[config.mk]
export PLATFORM = sky130hd
export DESIGN_NAME = rotate_sequencer
export DESIGN_NICKNAME = d
export VERILOG_FILES = /design/src/rtl/rotate_sequencer.sv
export SDC_FILE = /design/constraint.sdc
export NUM_CORES = 1
export LEC_CHECK = 0
export ABC_AREA = 0
export ABC_CLOCK_PERIOD_IN_PS = 4150
export CAP_MARGIN = 20
export CELL_PAD_IN_SITES_DETAIL_PLACEMENT = 1
export CELL_PAD_IN_SITES_GLOBAL_PLACEMENT = 2
export CORE_ASPECT_RATIO = 2
export CORE_UTILIZATION = 30
export CTS_BUF_LIST = sky130_fd_sc_hd__clkbuf_16
export CTS_CLUSTER_DIAMETER = 80
export CTS_CLUSTER_SIZE = 12
export DETAILED_ROUTE_END_ITERATION = 8
export GPL_TIMING_DRIVEN = 0
export PLACE_DENSITY_LB_ADDON = 0.15
export SLEW_MARGIN = 20
export SYNTH_ARGS = -nofsm -noshare
export SYNTH_HDL_FRONTEND = slang
export SYNTH_SLANG_ARGS = --single-unit
[constraint.sdc]
create_clock -name CLK -period 4.15 [get_ports CLK]
set_input_delay 0.83 -clock CLK [delete_from_list [all_inputs] [get_ports CLK]]
set_output_delay 0.83 -clock CLK [all_outputs]
set_load 0.005 [all_outputs]
[src/rtl/rotate_sequencer.sv]
// rtl/rotate_sequencer.sv - clocked single-bit rotator with a START/BUSY/DONE handshake
// Rotates Q one position per clock, COUNT times, in the direction sampled with START.
module rotate_sequencer #(
   parameter int N  = 8,
   parameter int CW = 8
) (
   input  logic          CLK,
   input  logic          RESET,
   input  logic          LOAD,
   input  logic [N-1:0]  DIN,
   input  logic          START,
   input  logic          DIR,
   input  logic [CW-1:0] COUNT,
   output logic [N-1:0]  Q,
   output logic          BUSY,
   output logic          DONE
);

   typedef enum logic [1:0] {
      IDLE   = 2'd0,
      RUN    = 2'd1,
      FINISH = 2'd2
   } state_t;

   state_t        state_q;
   logic [N-1:0]  q_q;
   logic [N-1:0]  q_d;
   logic [CW-1:0] rem_q;
   logic          dir_q;
   logic          busy_q;
   logic          done_q;

   // One-position rotation of the register in the latched direction (1 = right).
   always_comb begin
      q_d = q_q;
      if (dir_q) begin
         q_d = {q_q[0], q_q[N-1:1]};
      end else begin
         q_d = {q_q[N-2:0], q_q[N-1]};
      end
   end

   always_ff @(posedge CLK) begin
      if (RESET) begin
         state_q <= IDLE;
         q_q     <= '0;
         rem_q   <= '0;
         dir_q   <= 1'b0;
         busy_q  <= 1'b0;
         done_q  <= 1'b0;
      end else begin
         case (state_q)
            IDLE: begin
               busy_q <= 1'b0;
               done_q <= 1'b0;
               if (LOAD) begin
                  q_q <= DIN;
               end else if (START) begin
                  dir_q <= DIR;
                  rem_q <= COUNT;
                  if (COUNT == '0) begin
                     state_q <= FINISH;
                     done_q  <= 1'b1;
                  end else begin
                     state_q <= RUN;
                     busy_q  <= 1'b1;
                  end
               end
            end
            RUN: begin
               q_q   <= q_d;
               rem_q <= rem_q - 1'b1;
               // Last rotation is applied on the same edge that leaves RUN.
               if (rem_q == CW'(1)) begin
                  state_q <= FINISH;
                  busy_q  <= 1'b0;
                  done_q  <= 1'b1;
               end
            end
            FINISH: begin
               state_q <= IDLE;
               busy_q  <= 1'b0;
               done_q  <= 1'b0;
            end
            default: begin
               state_q <= IDLE;
               busy_q  <= 1'b0;
               done_q  <= 1'b0;
            end
         endcase
      end
   end

   assign Q    = q_q;
   assign BUSY = busy_q;
   assign DONE = done_q;

endmodule

==> out/qor.txt <==
status - finished clean
Clock Sinks - 21
Max Transition Viols Final - 0
synth unique cells - 35
antenna-violating nets left - 0
worst-margin pin slew - 0.612 ns
WHS Path Cells - 2
postcts setup bufs - 0
RSZ-0062 raised after global routing - false
chip width - 46.3 µm
syn avg cell area - 8.71 µm²
sequential-to-total area share from yosys stat - 35.7%
Async SR Flop Fraction - 0%
Compound-Gate Fraction of Synth Area - 17.1%
crit path launch type - primary input
layout cells sized above 1 - 14.3%
NumNets Final - 192
Worst EP required - 4.27 ns
largest net degree at the start of global routing - 12
Critical R2R Capture - Q[4]
Skew-Pair Late Insertion Delay - 0.25 ns
TritonCTS Buffers - 3
CTS tree - done
Die Height - 90.6 µm
GRT overflow - 0
Synth Flop Type - dfxtp_1
simple-gate share of the synthesized area - 29.7%
Hold Path Origin - DONE
most frequent cell after synthesis - dfxtp_1
pwr/cell area - 381 nW/µm²
vias - 1170
R2R setup slack - 2.53 ns
hold_buf cts - 0
routability congestion estimate - 0.840
arrival time worst endpoint - 2.40 ns
final setup vio count - 0
leakage power - 0.584 nW
synth top area cells - dfxtp_1, mux2_2, a221oi_1, nor2_1, nor3_1
Worst Skew - 0.00322 ns
synth warn - 0
DP HPWL - 2990 µm
vias per std cell - 5.39
Final Cycle Share - 54.9%
mux cell area share after synthesis - 9.47%
worst-path maximum fanout - 8
Filler cells - 451
Hold Path Class - register to register
Port Buf Inserts - 29
TritonRoute pass-1 iters - 4
area leader, netlist - dfxtp_1
Post-synth EDFFs - 0
gr usage total - 20.7%
H-tree depth - 1
Initial DRC Count - 13
Syn Nets - 158
adder-cell share of the synthesized area - 2.13%
main combinational cell family by area after synthesis - simple AND/OR/NAND/NOR gates
Synth top cells by count - dfxtp_1, nor2_1, nor3_1
Final Hold Vio Count - 0
IO Pins - 31
Hold Path Sink - DONE
Rows - 31
Initial Util - 31.9%
vias in the first global route - 1283
fin crit period - 2.28 ns
cell area after synthesis - 1180 µm²
Layout Utilization - 43.6%
routed wire length per instance - 17.7 µm
VDD IR max - 0.000237 V
TNS Setup - 0 ns
Max-Cap Viols - 0
top-area cell type share of the netlist area - 35.7%
number of synthesized register bits - 21
crit end category - register
Synth Area in XOR/XNOR - 0.745%
Max Root-Sink Buffers - 2
n_diodes - 0
root buffer cell - clkbuf_16
clk slew on worst S/H paths - 0.06 ns
Synth Instances - 135
P&R area growth vs syn - 36.6%
Setup Crit Path Kind - primary input to register
antenna violations before repair - 0
f_max - 439 MHz
total power - 0.612 mW
global-route wire length before repair - 6270 µm
Worst Reg-to-Reg Cells - 5
Worst slew margin - 59.0%
Routed WL - 3850 µm
Die ar. - 4190 µm²
r2r startpoint - state_q[0]
DRC viols - 0
Post-CTS Resized - 0
core footprint - 3680 µm²
power by group:
group          leakage [nW]  switching [mW]  total [mW]  internal [mW]
combinational         0.368          0.0764       0.161         0.0843
sequential            0.173          0.0223       0.244          0.222
clock                0.0423          0.0786       0.207          0.129
total                 0.584           0.177       0.612          0.435
per-stage QoR:
stage	cells	hold WS (ns)	setup slack [ns]	cell area, µm²
after floorplan	135	0.439	2.45	1180
after global placement	213	0.439	1.64	1530
after detailed placement	213	0.451	1.63	1530
after CTS	217	0.456	1.88	1610
after global routing	217	0.472	1.70	1610
final	217	0.454	1.87	1610
kinds of logic after synthesis:
group           after synthesis
compound gates               28
xor+xnor                      1
fa+ha+maj                     2
buf+inv                      12
flops                        21
mux                          10
simple gates                 61
cell usage in the layout, fill, tap and decap left out, types with 2 or more instances in the layout:
| cell | Yosys | final |
|---|---|---|
| clkdlybuf4s50_1 | 0 | 29 |
| dfxtp_1 | 21 | 21 |
| nor2_1 | 18 | 18 |
| nor3_1 | 10 | 10 |
| mux2_2 | 9 | 9 |
| a21oi_1 | 9 | 9 |
| nand3_1 | 8 | 8 |
| a221oi_1 | 8 | 8 |
| nand2_1 | 7 | 7 |
| inv_1 | 4 | 5 |
| clkbuf_1 | 4 | 4 |
| a31oi_1 | 4 | 4 |
| nor4_1 | 3 | 3 |
| a21o_1 | 3 | 3 |
| clkbuf_16 | 0 | 3 |
| buf_6 | 2 | 2 |
| nand2b_1 | 2 | 2 |
| or3_1 | 2 | 2 |
| or2_2 | 2 | 2 |
| ha_1 | 2 | 2 |
final cells by class:
cell class	instances	area, µm²	share of cell area (%)
inverters	5	18.8	1.17
multi-input cells	102	696	43.3
clock inverters	1	3.75	0.234
plain buffers	7	41.3	2.57
flip-flops and latches	21	420	26.2
well taps	49	61.3	3.82
repair buffers	29	290	18.1
clock buffers	3	75.1	4.67
worst max-delay path: stages:
cell and delay (ns):
clkdlybuf4s50_1 0.62, nor2_1 0.08, or2_2 0.27, clkbuf_1 0.21, a221oi_1 0.29, nor3_1 0.09
sequential cells by signal, summed over array words and instances (netlist names):
register and cells:
BUSY 1, state_q 2, dir_q 1, rem_q 8
DONE 1, Q 8
per-layer routing:
metal	routed length, µm	GRT usage (%)
met3	111	1.80
met4	97	8.09
met1	1410	20.9
met5	0	0
met2	2230	39.1
how the worst max path moves through the flow:
stage,start,to,slack [ns],cells after the start
after floorplan,LOAD,rem_q[6],2.45,4
after global placement,LOAD,Q[2],1.64,6
after detailed placement,LOAD,Q[3],1.63,6
after CTS,LOAD,Q[3],1.88,6
after global routing,LOAD,Q[2],1.70,6
final,LOAD,Q[2],1.87,6
No activity file was read; power rests on OpenSTA's default activity.
==> RTL edit: new RTL, config.mk and constraints unchanged <==
The 3 states of `state_t` get a one-hot encoding in 3 bits.
--- a/src/rtl/rotate_sequencer.sv
+++ b/src/rtl/rotate_sequencer.sv
@@ -17,8 +17,8 @@
 );
 
-   typedef enum logic [1:0] {
-      IDLE   = 2'd0,
-      RUN    = 2'd1,
-      FINISH = 2'd2
+   typedef enum logic [2:0] {
+      IDLE   = 3'b001,
+      RUN    = 3'b010,
+      FINISH = 3'b100
    } state_t;
 
Formal check against the unedited RTL: same outputs for any inputs over 10 cycles, from zero or initial values and one cycle with RESET high; not proved beyond that.
==> RTL edit against the unedited design <==
Register-to-register slack better by 0.04 ns; hold slack improved by 0.013 ns; wire length decreased by 9.9%; setup slack better by 0.079 ns; largest power group unchanged; design area shrank 1.9%; sequential cell count up 1; highest routed layer unchanged; total power decreased by 13%; synthesized area decreased by 3.4%; critical path type unchanged.
==> RTL edit: results (changes against the unedited design) <==
Worst EP arrival=2.40 ns (about the same); gpl congestion=0.7956 (-5.3%); CTS root buf=clkbuf_16; first-pass iteration count of the detailed router=3 (-1); vias in the first global route=1,251 (-2.5%); global-route wire length before repair=5802 um (-7.4%); VDD IR max=0.1813 mV (-23%); most frequent cells after synthesis=dfxtp_1, a21oi_1, nand2_1, nor2_1; WL met2=2115 um (-5.0%); placed wire-length estimate=2697 um (-9.7%); largest net degree at the start of global routing=13 (+1); worst skew pair latency=0.26 ns; Antenna Cells=0 (unchanged); Final TNS setup=0 ns (unchanged); Cell Int Power=400.9 uW (-7.8%); GRT Util Overall=19.69% (-0.97 points); Post-Place Cells=217 (+1.9%); count of cell types in the netlist=36 (+2.9%); average vias per placed instance=5.131 (-4.8%); status=finished, final reports clean; headroom to the max-slew limit=58.87% (-0.16 points); final net count=196 (+2.1%); met1 wire length=1212 um (-14%); top post-synthesis cells by area=dfxtp_1, a21oi_1, mux2i_1, nand2_1, nor2_1; Final Skew=0.004651 ns (+0.001432 ns); global routing usage on met1=17.87% (-3.0 points); Max clock buf depth=2 (unchanged); # port buffers=30 (+3.4%); Mapped Nets=161 (+1.9%); H-tree depth=1 (unchanged); Crit Path Max Fanout=2 (-6); Pleak=0.0005213 uW (-11%); YS warnings=0 (unchanged); layout cell share with drive strength beyond 1=8.140% (-6.1 points); GRT met3 Usage=2.020% (+0.22 points); Avg Synthesized Cell Area=8.233 um2 (-5.5%); vias=1,134 (-3.1%); Post-CTS Resized=0 (unchanged); GR Layer Usage met2=40.52% (+1.4 points); # fillers=448 (-0.67%); CTS clk-pin slew, worst paths=0.06 ns (about the same); most common cell in the netlist=dfxtp_1; register area share after synthesis=38.77% (+3.0 points); Routed WL=3464 um (-9.9%); wire length on met3=86 um (-23%)
[RTL edit: path summary, 6_finish.rpt]
kind / slack [ns] / end / startpoint / depth (start not counted)
hold reg to reg: 0.47 / DONE / DONE / 1
hold / removal: 0.47 / DONE / DONE / 1
setup reg to reg: 2.57 / rem_q[1] / state_q[2] / 5
setup / recovery: 1.95 / state_q[2] / COUNT[6] / 5
[RTL edit: layout make-up]
type,count,area share [%]
Multi-Input combinational cell,106,41.59
Clock inverter,1,0.2381
Tap cell,49,3.889
Clock buffer,3,4.762
Timing Repair Buffer,30,19.05
Inverter,4,0.9524
Sequential cell,22,27.94
Buffer,6,1.587
[RTL edit: stage by stage]
stage               hold WS [ns]  utilization, %  power, uW  area, um2  worst slack (ns)
floorplan                 0.4642               -      282.1       1136             2.358
global placement          0.4492           41.52      327.9       1498             1.711
detailed placement        0.4571           41.52      330.5       1498             1.693
CTS                       0.4720           43.70      535.1       1577             1.950
global route              0.4991           43.70      555.1       1577             1.880
finish                    0.4675           43.70      532.6       1577             1.952
[RTL edit: worst max-delay path: stages]
cell	delay, ns
clkdlybuf4s50_1	0.45
nor4_1	0.56
nand4_1	0.18
a21oi_1	0.23
and2_1	0.15
[RTL edit: cell families after synthesis]
group / Yosys count / synth area share (%)
flip-flops: 22 / 38.77
buffers and inverters: 10 / 3.523
adder cells (fa/ha/maj): 2 / 2.202
AND/OR/NAND/NOR: 57 / 28.30
multiplexers: 8 / 7.049
AO/OA/AOI/OAI: 39 / 20.15
[RTL edit: power by group through the flow]
stage,clock network [uW],registers (uW),logic (uW)
after floorplan,0,238,43.6
after CTS,208,237,89.8
after global routing,219,238,97.7
after global placement,0,241,86.7
after detailed placement,0,241,89.0
final,207,237,88.2
